[config.mk]
export PLATFORM = sky130hd
export DESIGN_NAME = posit_result_arbiter
export DESIGN_NICKNAME = d
export VERILOG_FILES = /design/src/rtl/posit_pkg.sv /design/src/rtl/posit_rr_arbiter.sv /design/src/rtl/posit_result_arbiter.sv
export SDC_FILE = /design/constraint.sdc
export NUM_CORES = 1
export LEC_CHECK = 0
export ABC_AREA = 0
export CORE_MARGIN = 1
export CORE_UTILIZATION = 35
export DETAILED_ROUTE_END_ITERATION = 8
export PLACE_DENSITY = 0.63
export SLEW_MARGIN = 15
export SYNTH_ARGS = -nofsm -noshare
export SYNTH_HDL_FRONTEND = slang
export SYNTH_SLANG_ARGS = --single-unit
export TNS_END_PERCENT = 100
[constraint.sdc]
create_clock -name clk_i -period 12.4 [get_ports clk_i]
set_input_delay 2.48 -clock clk_i [delete_from_list [all_inputs] [get_ports clk_i]]
set_output_delay 2.48 -clock clk_i [all_outputs]
set_load 0.05 [all_outputs]
[src/rtl/posit_pkg.sv]
// Shared types for the posit result path: FIFO entry layout and the NaR constant.
package posit_pkg;

  localparam int POSIT_W_MAX     = 64;
  localparam int POSIT_TAG_W_MAX = 8;
  localparam int POSIT_SRC_W_MAX = 3;

  localparam logic [31:0] POSIT_NAR_32 = 32'h8000_0000;

  // Sized for the widest supported configuration; narrower builds zero-pad.
  typedef struct packed {
    logic [POSIT_W_MAX-1:0]     result;
    logic [POSIT_TAG_W_MAX-1:0] tag;
    logic [POSIT_SRC_W_MAX-1:0] src;
    logic                       nar;
  } result_entry_t;

endpackage

[src/rtl/posit_rr_arbiter.sv]
// Round-robin arbiter: combinational one-hot grant, registered rotating priority pointer.
module posit_rr_arbiter #(
  parameter int N     = 3,
  parameter int IDX_W = $clog2(N)
) (
  input  logic             clk_i,
  input  logic             rst_i,
  input  logic [N-1:0]     req_i,
  input  logic             en_i,
  output logic [N-1:0]     gnt_o,
  output logic [IDX_W-1:0] idx_o,
  output logic [IDX_W-1:0] rr_o
);

  logic [IDX_W-1:0] rr_q;
  logic             found;
  int               j;

  // Scan starts at rr_q and wraps, so the last winner gets lowest priority.
  always_comb begin
    gnt_o = '0;
    idx_o = '0;
    found = 1'b0;
    j     = 0;
    for (int k = 0; k < N; k++) begin
      j = int'(rr_q) + k;
      if (j >= N) j = j - N;
      if (en_i && !found && req_i[j]) begin
        found    = 1'b1;
        gnt_o[j] = 1'b1;
        idx_o    = IDX_W'(j);
      end
    end
  end

  always_ff @(posedge clk_i) begin
    if (rst_i)
      rr_q <= '0;
    else if (found)
      rr_q <= (idx_o == IDX_W'(N-1)) ? '0 : idx_o + 1'b1;
  end

  assign rr_o = rr_q;

endmodule

[src/rtl/posit_result_arbiter.sv]
// Collects posit FPU unit results round-robin into a small FIFO for writeback.
// Optional perf counters enabled by defining POSIT_ARB_PERF_EN.
module posit_result_arbiter
  import posit_pkg::*;
#(
  parameter int WIDTH   = 32,
  parameter int NUM_SRC = 3,
  parameter int TAG_W   = 5,
  parameter int DEPTH   = 4
) (
  input  logic                            clk_i,
  input  logic                            rst_i,
  input  logic                            flush_i,
  input  logic [NUM_SRC-1:0]              src_valid_i,
  output logic [NUM_SRC-1:0]              src_ready_o,
  input  logic [NUM_SRC-1:0][WIDTH-1:0]   src_result_i,
  input  logic [NUM_SRC-1:0][TAG_W-1:0]   src_tag_i,
  output logic                            out_valid_o,
  input  logic                            out_ready_i,
  output logic [WIDTH-1:0]                out_result_o,
  output logic [TAG_W-1:0]                out_tag_o,
  output logic [$clog2(NUM_SRC)-1:0]      out_src_o,
  output logic                            out_nar_o,
  output logic [31:0]                     perf_stall_o,
  output logic [31:0]                     perf_count_o
);

  localparam int SRC_W = $clog2(NUM_SRC);
  localparam int PTR_W = $clog2(DEPTH);
  localparam int CNT_W = PTR_W + 1;
  localparam logic [WIDTH-1:0] NAR = {1'b1, {(WIDTH-1){1'b0}}};

  logic [CNT_W-1:0] count_q;
  logic [PTR_W-1:0] wp_q, rp_q;
  logic             full, push, pop, arb_en;
  logic [SRC_W-1:0] gnt_idx, rr_unused;
  result_entry_t    mem [DEPTH];
  result_entry_t    wr_entry, head;

  // Fullness uses registered count only; a pop never frees a slot in the same cycle.
  assign full   = (count_q == CNT_W'(DEPTH));
  assign arb_en = !rst_i && !flush_i && !full;

  posit_rr_arbiter #(.N(NUM_SRC), .IDX_W(SRC_W)) u_arb (
    .clk_i (clk_i),
    .rst_i (rst_i),
    .req_i (src_valid_i),
    .en_i  (arb_en),
    .gnt_o (src_ready_o),
    .idx_o (gnt_idx),
    .rr_o  (rr_unused)
  );

  assign push = |src_ready_o;
  assign pop  = out_valid_o && out_ready_i;

  always_comb begin
    wr_entry        = '0;
    wr_entry.result = POSIT_W_MAX'(src_result_i[gnt_idx]);
    wr_entry.tag    = POSIT_TAG_W_MAX'(src_tag_i[gnt_idx]);
    wr_entry.src    = POSIT_SRC_W_MAX'(gnt_idx);
    wr_entry.nar    = (src_result_i[gnt_idx] == NAR);
  end

  always_ff @(posedge clk_i) begin
    if (push) mem[wp_q] <= wr_entry;
  end

  always_ff @(posedge clk_i) begin
    if (rst_i || flush_i) begin
      count_q <= '0;
      wp_q    <= '0;
      rp_q    <= '0;
    end else begin
      if (push) wp_q <= wp_q + 1'b1;
      if (pop)  rp_q <= rp_q + 1'b1;
      case ({push, pop})
        2'b10:   count_q <= count_q + 1'b1;
        2'b01:   count_q <= count_q - 1'b1;
        default: count_q <= count_q;
      endcase
    end
  end

  assign head         = mem[rp_q];
  assign out_valid_o  = (count_q != '0);
  assign out_result_o = out_valid_o ? WIDTH'(head.result) : '0;
  assign out_tag_o    = out_valid_o ? TAG_W'(head.tag)    : '0;
  assign out_src_o    = out_valid_o ? SRC_W'(head.src)    : '0;
  assign out_nar_o    = out_valid_o && head.nar;

  // Pad bits of the shared entry type and the exported pointer are not consumed here.
  logic unused_bits;
  assign unused_bits = ^{head, rr_unused};

`ifdef POSIT_ARB_PERF_EN
  logic [31:0] stall_q, deliv_q;

  always_ff @(posedge clk_i) begin
    if (rst_i) begin
      stall_q <= '0;
      deliv_q <= '0;
    end else begin
      if (|src_valid_i && !push && stall_q != '1) stall_q <= stall_q + 1'b1;
      if (pop && deliv_q != '1)                   deliv_q <= deliv_q + 1'b1;
    end
  end

  assign perf_stall_o = stall_q;
  assign perf_count_o = deliv_q;
`else
  assign perf_stall_o = '0;
  assign perf_count_o = '0;
`endif

endmodule

==> flow_metrics.tcl <==
set metrics [dict create \
    status "complete, no violations" \
    die_y_um 159 \
    grt_pass1_wl_um 32600 \
    internal-power_w 0.00107 \
    clockPowerShare 0.371 \
    pre_cts_slack_ns 4.80 \
    tightestPinTransition_ns 0.879 \
    vias_per_cell 5.05 \
    clock.fmax_mhz 131 \
    insertion_delay_ns 0.42 \
    ioPinCount 226 \
    grt_start_max_net_pins 43 \
    hold_viol 0 \
    drt-pass1-iter-count 5 \
    numClockSinks 171 \
    finalNetCount 896 \
    r2r_start "u_arb.rr_o[0]" \
    worst-setup-path-type "in -> out" \
    irDropWorstVdd_v 0.0000686 \
    cts_root_buffer "clkbuf_16" \
    hold_end "count_q[2]" \
    dp_cells 1072 \
    htree_levels 4 \
    fin_skew_ns 0.0120 \
    endpoint_kind "primary output" \
    reg2reg_depth 10 \
    drive_gt1_frac 0.131 \
    area_delta_synth_final_pct 26.9 \
    synth_area_sq_mm 0.00863 \
    start_kind "input pin" \
    slew_violations 0 \
    ys_async_sr_fraction 0 \
    drt_iter0_drc 373 \
    fin_crit_ns 7.63 \
    hold_buffers 0 \
    io_buffers 161 \
    leakage_nw 3.61 \
    fin_cells 1106 \
    clk_pin_slew_ns 0.06 \
    finalSetupViolations 0 \
    final_core_util 0.452 \
    die-area_sq_mm 0.0253 \
    combPwrFrac 0.179 \
    rows 57 \
    synth-edff-count 160 \
    dpl_cell_area_sq_mm 0.0103 \
    netSwitchingFraction 0.273 \
    timing.final.ws_setup_ns 4.77 \
    worstHoldStart "count_q[2]" \
    yosys_most_used_dff "edfxtp_1" \
    antenna_found_initial 1 \
    core_area_sq_mm 0.0242 \
    rsz0062_at_grt "false" \
    ys_seq_elements 171 \
    p_seq_frac 0.450 \
    netlist_instances 619 \
    cap_violations 0 \
    clock_path_buffers 2 \
    hold_depth 2 \
    power.density_mw_per_mm2 135 \
    antenna_left 0 \
    wire_per_inst_um 19.5 \
    power.switching_w 0.000402 \
    die_w_um 159 \
    vias 5582 \
    cts_buffers 17 \
    finalInstanceArea_sq_mm 0.0109 \
    setup_tns_ns 0 \
    slew_headroom 0.414 \
    grt_overflow 0 \
    initial_core_util 0.356 \
    postCtsSetupRepairBufs 0 \
    r2r_setup_slack_ns 8.36 \
    synth_area_per_cell_sq_um 13.9 \
    r2r-end "mem[1][0]" \
    cts_tree "done" \
    cp_max_fo 7 \
    holdCritPathClass "reg -> reg" \
    ys_warn_count 0 \
    layout_worst_path_cycle_share 0.615 \
    arrival_ns 5.15 \
    ys_types 54 \
    grt_usage 0.173 \
    drc_errors 0 \
    dp_hpwl_um 14100 \
    gp_congestion 0.817 \
    seq_area_frac_synth 0.583 \
    worstPathRequired_ns 9.92 \
    cts_resized 0 \
    grt_pass1_vias 5615 \
    drt-total-wl_um 21600 \
]
kinds of logic (layout without fill, tap and decap cells):
family,count (synthesis),in the layout,share of synthesized area
AO/OA/AOI/OAI,108,108,0.0970
XOR/XNOR,5,5,0.00508
adder cells (fa/ha/maj),10,10,0.0154
buffers and inverters,117,216,0.0857
flip-flops,171,171,0.583
multiplexers,49,49,0.115
other,1,65,0.000435
AND/OR/NAND/NOR,158,158,0.0985
per-stage QoR:
stage               total power [W]  hold slack, ns
global placement           0.000938           0.485
detailed placement         0.000940           0.499
floorplan                  0.000862           0.461
finish                      0.00147           0.516
CTS                         0.00148           0.507
global route                0.00152           0.536
final cells by class:
class / count / area (sq um)
Fill cell: 2179 / 13300
Sequential cell: 171 / 5030
Multi-Input combinational cell: 394 / 3150
Timing Repair Buffer: 176 / 1720
Clock buffer: 17 / 425
Tap cell: 324 / 405
Clock inverter: 15 / 186
Inverter: 8 / 30.0
Antenna cell: 1 / 2.50
cells in the mapped netlist (all sizes together) (4+ instances only):
master  count  area [sq um]
ha          9           113
clkbuf     26          97.6
o21ai       9          48.8
nor2       47           176
a21oi       4          20.0
nand3b      4          30.0
dfxtp      11           220
buf        83           612
and2       43           269
or4         4          30.0
o22ai      15          93.8
edfxtp    160          4800
mux4       40           901
nand2       9          33.8
a21boi     32           240
nor3       32           170
mux2i       9          93.8
nor2b       6          37.5
a221oi     32           280
inv         8          30.0
power groups by stage:
stage,Combinational (W),Sequential [W],Clock (W)
floorplan,0.000189,0.000674,0
detailed placement,0.000264,0.000676,0
global placement,0.000263,0.000675,0
global route,0.000280,0.000665,0.000579
CTS,0.000265,0.000664,0.000555
finish,0.000264,0.000663,0.000547
layout by cell type, fill, tap and decap left out, types with 2 or more instances in the layout:
cell,n
a21oi_1,4
nand3b_1,4
clkinvlp_4,2
inv_6,4
mux4_2,40
xor2_1,3
nor2b_1,2
conb_1,64
a21boi_0,32
ha_1,9
inv_1,8
clkbuf_16,17
nor2_1,46
clkinv_4,3
or4_1,4
o2bb2ai_1,2
nor2b_4,4
edfxtp_1,160
nand2_1,9
o22ai_1,15
o21ai_0,8
nor3_1,30
xnor2_1,2
a221oi_1,32
and2_1,43
nor3_2,2
buf_4,15
dfxtp_1,9
o211ai_1,3
clkdlybuf4s50_1,161
mux2i_1,8
bufinv_16,3
or3_1,3
worst max-delay path by stage:
stage                         from             end  slack [ns]  depth (start not counted)
floorplan           src_valid_i[2]       mem[0][0]        5.91                          7
global placement    src_valid_i[1]  src_ready_o[1]        4.81                          6
detailed placement  src_valid_i[1]  src_ready_o[1]        4.80                          6
CTS                 src_valid_i[1]  src_ready_o[1]        4.79                          6
global route        src_valid_i[1]  src_ready_o[1]        4.64                          6
finish              src_valid_i[1]  src_ready_o[1]        4.77                          6
metal layers:
layer	global-route usage	vias up	share of wire
li1	-	2566	-
met1	0.226	2786	0.43
met2	0.278	209	0.47
met3	0.0445	21	0.078
met4	0.0634	0	0.016
met5	0	-	0
worst max-delay path, cell delays in order:
cell and delay [ns]:
clkdlybuf4s50_1 0.54, mux2i_2 0.32, o2bb2ai_1 0.20, nor4b_1 0.54, o2bb2ai_1 0.21, clkdlybuf4s50_1 0.85
registers in the layout (all words and copies together), names as in the netlist, named ones only:
| signal | count |
|---|---|
| rp_q | 2 |
| mem | 160 |
| count_q | 3 |
| u_arb.rr_o | 2 |
| wp_q | 2 |
Power figures use the tool's default switching activity.
